`config.mk`:
```
export PLATFORM = sky130hd
export DESIGN_NAME = tt_lq_wb_ctrl
export DESIGN_NICKNAME = d
export VERILOG_FILES = /design/src/rtl/tt_lq_wb_ctrl.sv
export SDC_FILE = /design/constraint.sdc
export NUM_CORES = 2
export LEC_CHECK = 0
export BUFFER_PORTS_ARGS = -buffer_cell sky130_fd_sc_hd__clkbuf_2
export CORE_ASPECT_RATIO = 1.1
export CORE_MARGIN = 5
export CORE_UTILIZATION = 35
export DETAILED_ROUTE_END_ITERATION = 10
export GPL_TIMING_DRIVEN = 0
export SLEW_MARGIN = 20
export SYNTH_ARGS = -nofsm -noshare
export SYNTH_HDL_FRONTEND = slang
export SYNTH_SLANG_ARGS = --single-unit
```
`constraint.sdc`:
```
create_clock -name i_clk -period 22.8 [get_ports i_clk]
set_input_delay 3.42 -clock i_clk [delete_from_list [all_inputs] [get_ports i_clk]]
set_output_delay 3.42 -clock i_clk [all_outputs]
set_load 0.005 [all_outputs]
```
`src/rtl/tt_lq_wb_ctrl.sv`:
```
// In-order load-queue tracker: allocates LQ ids, collects out-of-order return data
// and presents entries for writeback in allocation order. Optional macro: LQ_RET_BYPASS_EN.
package tt_lq_wb_ctrl_pkg;

    typedef struct packed {
        logic        load;
        logic        vec_load;
        logic        fp_load;
        logic        sign_ext;
        logic [1:0]  size;
        logic        rf_wren;
        logic        fp_wren;
        logic        vrf_wren;
        logic [4:0]  rf_wraddr;
        logic [31:0] pc;
        logic [28:0] vaddr;
    } lq_info_s;

endpackage

module tt_lq_wb_ctrl
    import tt_lq_wb_ctrl_pkg::*;
#(
    parameter int DEPTH  = 8,
    parameter int ID_W   = $clog2(DEPTH),
    parameter int DATA_W = 256
) (
    input  logic              i_clk,
    input  logic              i_reset_n,
    input  logic              i_alloc_vld,
    input  lq_info_s          i_alloc_info,
    output logic              o_alloc_rdy,
    output logic [ID_W-1:0]   o_alloc_id,
    input  logic              i_ret_vld,
    input  logic [ID_W-1:0]   i_ret_id,
    input  logic [DATA_W-1:0] i_ret_data,
    output logic              o_ret_err,
    output logic              o_wb_vld,
    input  logic              i_wb_rdy,
    output lq_info_s          o_wb_info,
    output logic [DATA_W-1:0] o_wb_data,
    output logic [ID_W:0]     o_count,
    output logic              o_empty
);

    localparam int PTR_W = ID_W + 1;

    logic [PTR_W-1:0]  wr_ptr;
    logic [PTR_W-1:0]  rd_ptr;
    logic [ID_W-1:0]   wr_idx;
    logic [ID_W-1:0]   rd_idx;
    logic              full;
    logic              alloc_fire;
    logic              alloc_no_data;
    logic              ret_legal;
    logic              head_ready;
    logic              byp_retire;
    logic              wb_fire;
    logic              ret_err_p1;

    logic [DEPTH-1:0]  ent_vld;
    logic [DEPTH-1:0]  ent_done;
    lq_info_s          ent_info [DEPTH];
    logic [DATA_W-1:0] ent_data [DEPTH];

    assign wr_idx        = wr_ptr[ID_W-1:0];
    assign rd_idx        = rd_ptr[ID_W-1:0];
    assign full          = (wr_idx == rd_idx) && (wr_ptr[ID_W] != rd_ptr[ID_W]);
    assign alloc_fire    = i_alloc_vld && !full;
    assign alloc_no_data = !i_alloc_info.load && !i_alloc_info.vec_load;
    // An id being allocated this cycle is not yet valid, so returning to it is illegal.
    assign ret_legal     = i_ret_vld && ent_vld[i_ret_id] && !ent_done[i_ret_id];
    assign head_ready    = ent_vld[rd_idx] && ent_done[rd_idx];

`ifdef LQ_RET_BYPASS_EN
    logic byp_hit;
    assign byp_hit    = ret_legal && (i_ret_id == rd_idx);
    assign o_wb_vld   = head_ready || byp_hit;
    assign o_wb_data  = byp_hit ? i_ret_data : ent_data[rd_idx];
    assign byp_retire = byp_hit && i_wb_rdy;
`else
    assign o_wb_vld   = head_ready;
    assign o_wb_data  = ent_data[rd_idx];
    assign byp_retire = 1'b0;
`endif

    assign o_wb_info   = ent_info[rd_idx];
    assign wb_fire     = o_wb_vld && i_wb_rdy;
    assign o_alloc_rdy = !full;
    assign o_alloc_id  = wr_idx;
    assign o_count     = wr_ptr - rd_ptr;
    assign o_empty     = (wr_ptr == rd_ptr);
    assign o_ret_err   = ret_err_p1;

    // Stage p1: entry state, pointers and the registered return-error pulse
    always_ff @(posedge i_clk or negedge i_reset_n) begin
        if (!i_reset_n) begin
            wr_ptr     <= '0;
            rd_ptr     <= '0;
            ent_vld    <= '0;
            ent_done   <= '0;
            ret_err_p1 <= 1'b0;
            for (int i = 0; i < DEPTH; i++) begin
                ent_data[i] <= '0;
            end
        end else begin
            ret_err_p1 <= i_ret_vld && !ret_legal;
            // Alloc only targets a free slot, so it never collides with retire or return.
            if (alloc_fire) begin
                ent_vld[wr_idx]  <= 1'b1;
                ent_done[wr_idx] <= alloc_no_data;
                if (alloc_no_data) begin
                    ent_data[wr_idx] <= '0;
                end
                wr_ptr <= wr_ptr + PTR_W'(1);
            end
            if (ret_legal && !byp_retire) begin
                ent_done[i_ret_id] <= 1'b1;
                ent_data[i_ret_id] <= i_ret_data;
            end
            if (wb_fire) begin
                ent_vld[rd_idx]  <= 1'b0;
                ent_done[rd_idx] <= 1'b0;
                rd_ptr           <= rd_ptr + PTR_W'(1);
            end
        end
    end

    always_ff @(posedge i_clk) begin
        if (alloc_fire) begin
            ent_info[wr_idx] <= i_alloc_info;
        end
    end

endmodule

```
==> impl_metrics.yaml <==
synthesis:
  syn_area_sq_um: 120000
  synthCells: 10630
  ys_warn_count: 0
  synth_top_area_share_pct: 43.3
  ys.flop_type: "dfrtp_1"
  yosysSeqAreaShare_pct: 58.4
  ys_top_cells_by_area: "dfrtp_1 43%, edfxtp_1 15%, mux2i_1 8.6%"
  yosysMostFrequentCell: "nand2_1"
  synth_edf_count: 600
  ys_top_cells_by_count: "2576 x nand2_1, 2073 x dfrtp_1, 1031 x mux2i_1"
  syn-num-nets: 10975
  post-synth-top-area-cell: "dfrtp_1"
  synth_seq_cells: 2673
  avgSynthCellArea_sq_um: 11.3
  synth.distinct_cells: 53
  synthArstFlopShare_pct: 77.6
clock_tree:
  post_cts_buffers: 0
  hold_buffers: 0
  cts-root-buf: "clkbuf_16"
  clock_path_buffers: 4
  cts_tree: "done"
  cts_num_sinks: 2673
  htreeDepth: 5
  post_cts.resized_instances: 0
  clkLatencyLatePin_ns: 0.94
  clkTransAtPathRegs_ns: 0.06
  cts_buffers: 300
drt:
  post-route-drc-count: 0
  drtIter0Drc: 9243
  ant_nets: 0
  routed_wirelength_um: 455000
  wl_per_cell_um: 27.5
  first_pass_iters: 6
  routed_via_density: 5.57
  vias: 92458
finish:
  post-route-util_pct: 41.5
  multi_input_area_sq_um: 44900
  n_fill_cell: 32934
  fin_nets: 12077
  drive_gt1_share_pct: 18.9
  area_growth_pct: 18.1
  seq_area_sq_um: 69900
global_route:
  grt_pass1_vias: 92220
  use_met3_pct: 6.71
  antenna_found_initial: 154
  overflow: 0
  grt_usage_pct: 24.9
  grt_pass1_wl_um: 658000
  grt-busiest-layer: "met2"
  grt_util_met2_pct: 38.2
  use_met1_pct: 32.3
  grt_max_degree: 89
setup_path:
  cp.required_ns: 19.38
  worstReg2RegStart: "rd_ptr[2]"
  worst_ep_arrival_time_ns: 5.40
  r2r_end: "ent_data[1394]"
  endpoint: "o_wb_data[8]"
  path_buf_inv: 6
  crit_type: "flop to output port"
  crit_cells: 9
  cp-start-kind: "flop"
  reg2regPathDepth: 16
  end_kind: "output port"
  critPathSlowestCell: "o22ai_1"
  regToRegSetupSlack_ns: 16.39
  cpLargestDelayFamily: "buffers and inverters"
  startpoint: "rd_ptr[1]"
  critPathMaxFanout: 10
  max_stage_delay_ns: 0.95
  crit_path_cell_trace: "clkbuf_1 -> buf_2 -> clkbuf_1 -> nor2_4 -> clkbuf_2 -> clkbuf_1 -> a221oi_1 -> o22ai_1 -> clkbuf_2"
  cp_common_cell: "clkbuf_1"
sta:
  fin_tns_setup_ns: 0
  period_share_pct: 38.7
  slew_violations: 0
  finalClockSkew_ns: 0.0604
  hold_violations: 0
  report.final.setup_viol: 0
  max_freq_ghz: 0.113
  tightest_slew_ns: 1.20
  rsz0062_at_grt: "no"
  min_period_ns: 8.82
  slew_headroom_pct: 19.9
floorplan:
  core_area_sq_um: 341000
  fp.dieArea_sq_um: 354000
  start_util_pct: 35.1
  die_h_um: 624
  fp-row-count: 225
  dieWidth_um: 568
  ios: 681
job:
  cap_viol_max_count: 0
power_and_ir_drop:
  power_density_nw_per_um2: 146
  vdd.ir_drop.worst_v: 0.0000958
  leakage_nw: 66.8
placement:
  gp_congestion: 0.877
  port_buffers: 678
  hpwl_um: 327000
run_status:
  status: "completed"
worst_hold_path:
  hp-class: "flop to flop"
[cells in the final DEF, fill, tap and decap left out, types with 7 or more instances in the layout]
cell type	instances
buf_1	54
buf_8	7
bufinv_16	21
nor2_1	19
o21ai_0	583
inv_16	8
o22ai_1	331
dfrtp_1	2073
nand2b_1	7
nand2_1	2576
clkinv_1	15
clkbuf_8	54
a22oi_1	336
clkinv_2	38
buf_16	44
buf_2	251
clkbuf_2	720
mux2i_1	1031
inv_1	264
buf_4	47
clkbuf_16	304
a22o_1	256
inv_6	8
buf_12	23
clkbuf_1	640
buf_6	33
edfxtp_1	600
a221oi_1	663
a21oi_1	13
diode_2	76
xnor2_1	7
o21ai_1	190
mux2_2	667
clkinv_8	7
[metrics by stage]
step / hold WS (ns) / instances / power, W / area [sq um] / setup WS [ns]
global placement: 0.483 / 15848 / 0.0154 / 129000 / -36.22
global route: 0.505 / 16561 / 0.0217 / 141000 / 13.91
finish: 0.499 / 16585 / 0.0207 / 141000 / 13.98
floorplan: 0.467 / 10630 / 0.0119 / 120000 / 12.07
CTS: 0.502 / 16508 / 0.0207 / 141000 / 13.88
detailed placement: 0.482 / 15969 / 0.0156 / 131000 / 14.88
[worst min path at each step]
| stage | start | endpoint | slack (ns) | cells past startpoint |
|---|---|---|---|---|
| after floorplan | ent_data[0] | ent_data[0] | 0.47 | 1 |
| after global placement | ent_data[186] | ent_data[186] | 0.48 | 1 |
| after detailed placement | ent_data[72] | ent_data[72] | 0.48 | 1 |
| after CTS | ent_data[133] | ent_data[133] | 0.50 | 1 |
| after global routing | ent_data[77] | ent_data[77] | 0.50 | 1 |
| final | ent_data[77] | ent_data[77] | 0.50 | 1 |
[sequential cells by signal (all words and copies together) (netlist names)]
signal     count
ent_data    2048
ent_vld        8
rd_ptr         4
wr_ptr         4
ent_info     600
o_ret_err      1
ent_done       8
[cells by family (layout without fill, tap and decap cells)]
logic type / Yosys count / count (layout) / synth area share, %
AO/OA/AOI/OAI: 2393 / 2393 / 14.0
XOR/XNOR: 10 / 10 / 0.0731
adder cells (fa/ha/maj): 6 / 6 / 0.0690
buffers and inverters: 1214 / 2553 / 4.20
flip-flops: 2673 / 2673 / 58.4
multiplexers: 1699 / 1699 / 14.9
other: 0 / 76 / 0
AND/OR/NAND/NOR: 2635 / 2635 / 8.35
[cell type report]
| cell class | instances | area share (%) |
|---|---|---|
| flip-flops and latches | 2673 | 49.4 |
| multi-input cells | 6743 | 31.8 |
| clock buffers | 429 | 6.09 |
| well taps | 4540 | 4.02 |
| repair buffers | 800 | 3.97 |
| plain buffers | 948 | 2.89 |
| clock inverters | 110 | 1.01 |
| inverters | 266 | 0.706 |
| diodes | 76 | 0.134 |
[metal layers]
| layer | wire (um) | vias to the layer above | part of all wire [%] |
|---|---|---|---|
| met4 | 25200 | 90 | 5.5 |
| met5 | 562 | - | 0.12 |
| li1 | - | 40609 | - |
| met3 | 38500 | 885 | 8.5 |
| met1 | 186000 | 47127 | 41 |
| met2 | 205000 | 3747 | 45 |
[report_power, final]
part | switching (W) | internal, W
Clock | 0.00211 | 0.00289
Sequential | 0.000956 | 0.00671
Combinational | 0.00498 | 0.00301
Total | 0.00805 | 0.0126
(Power assumes the default switching activity.)
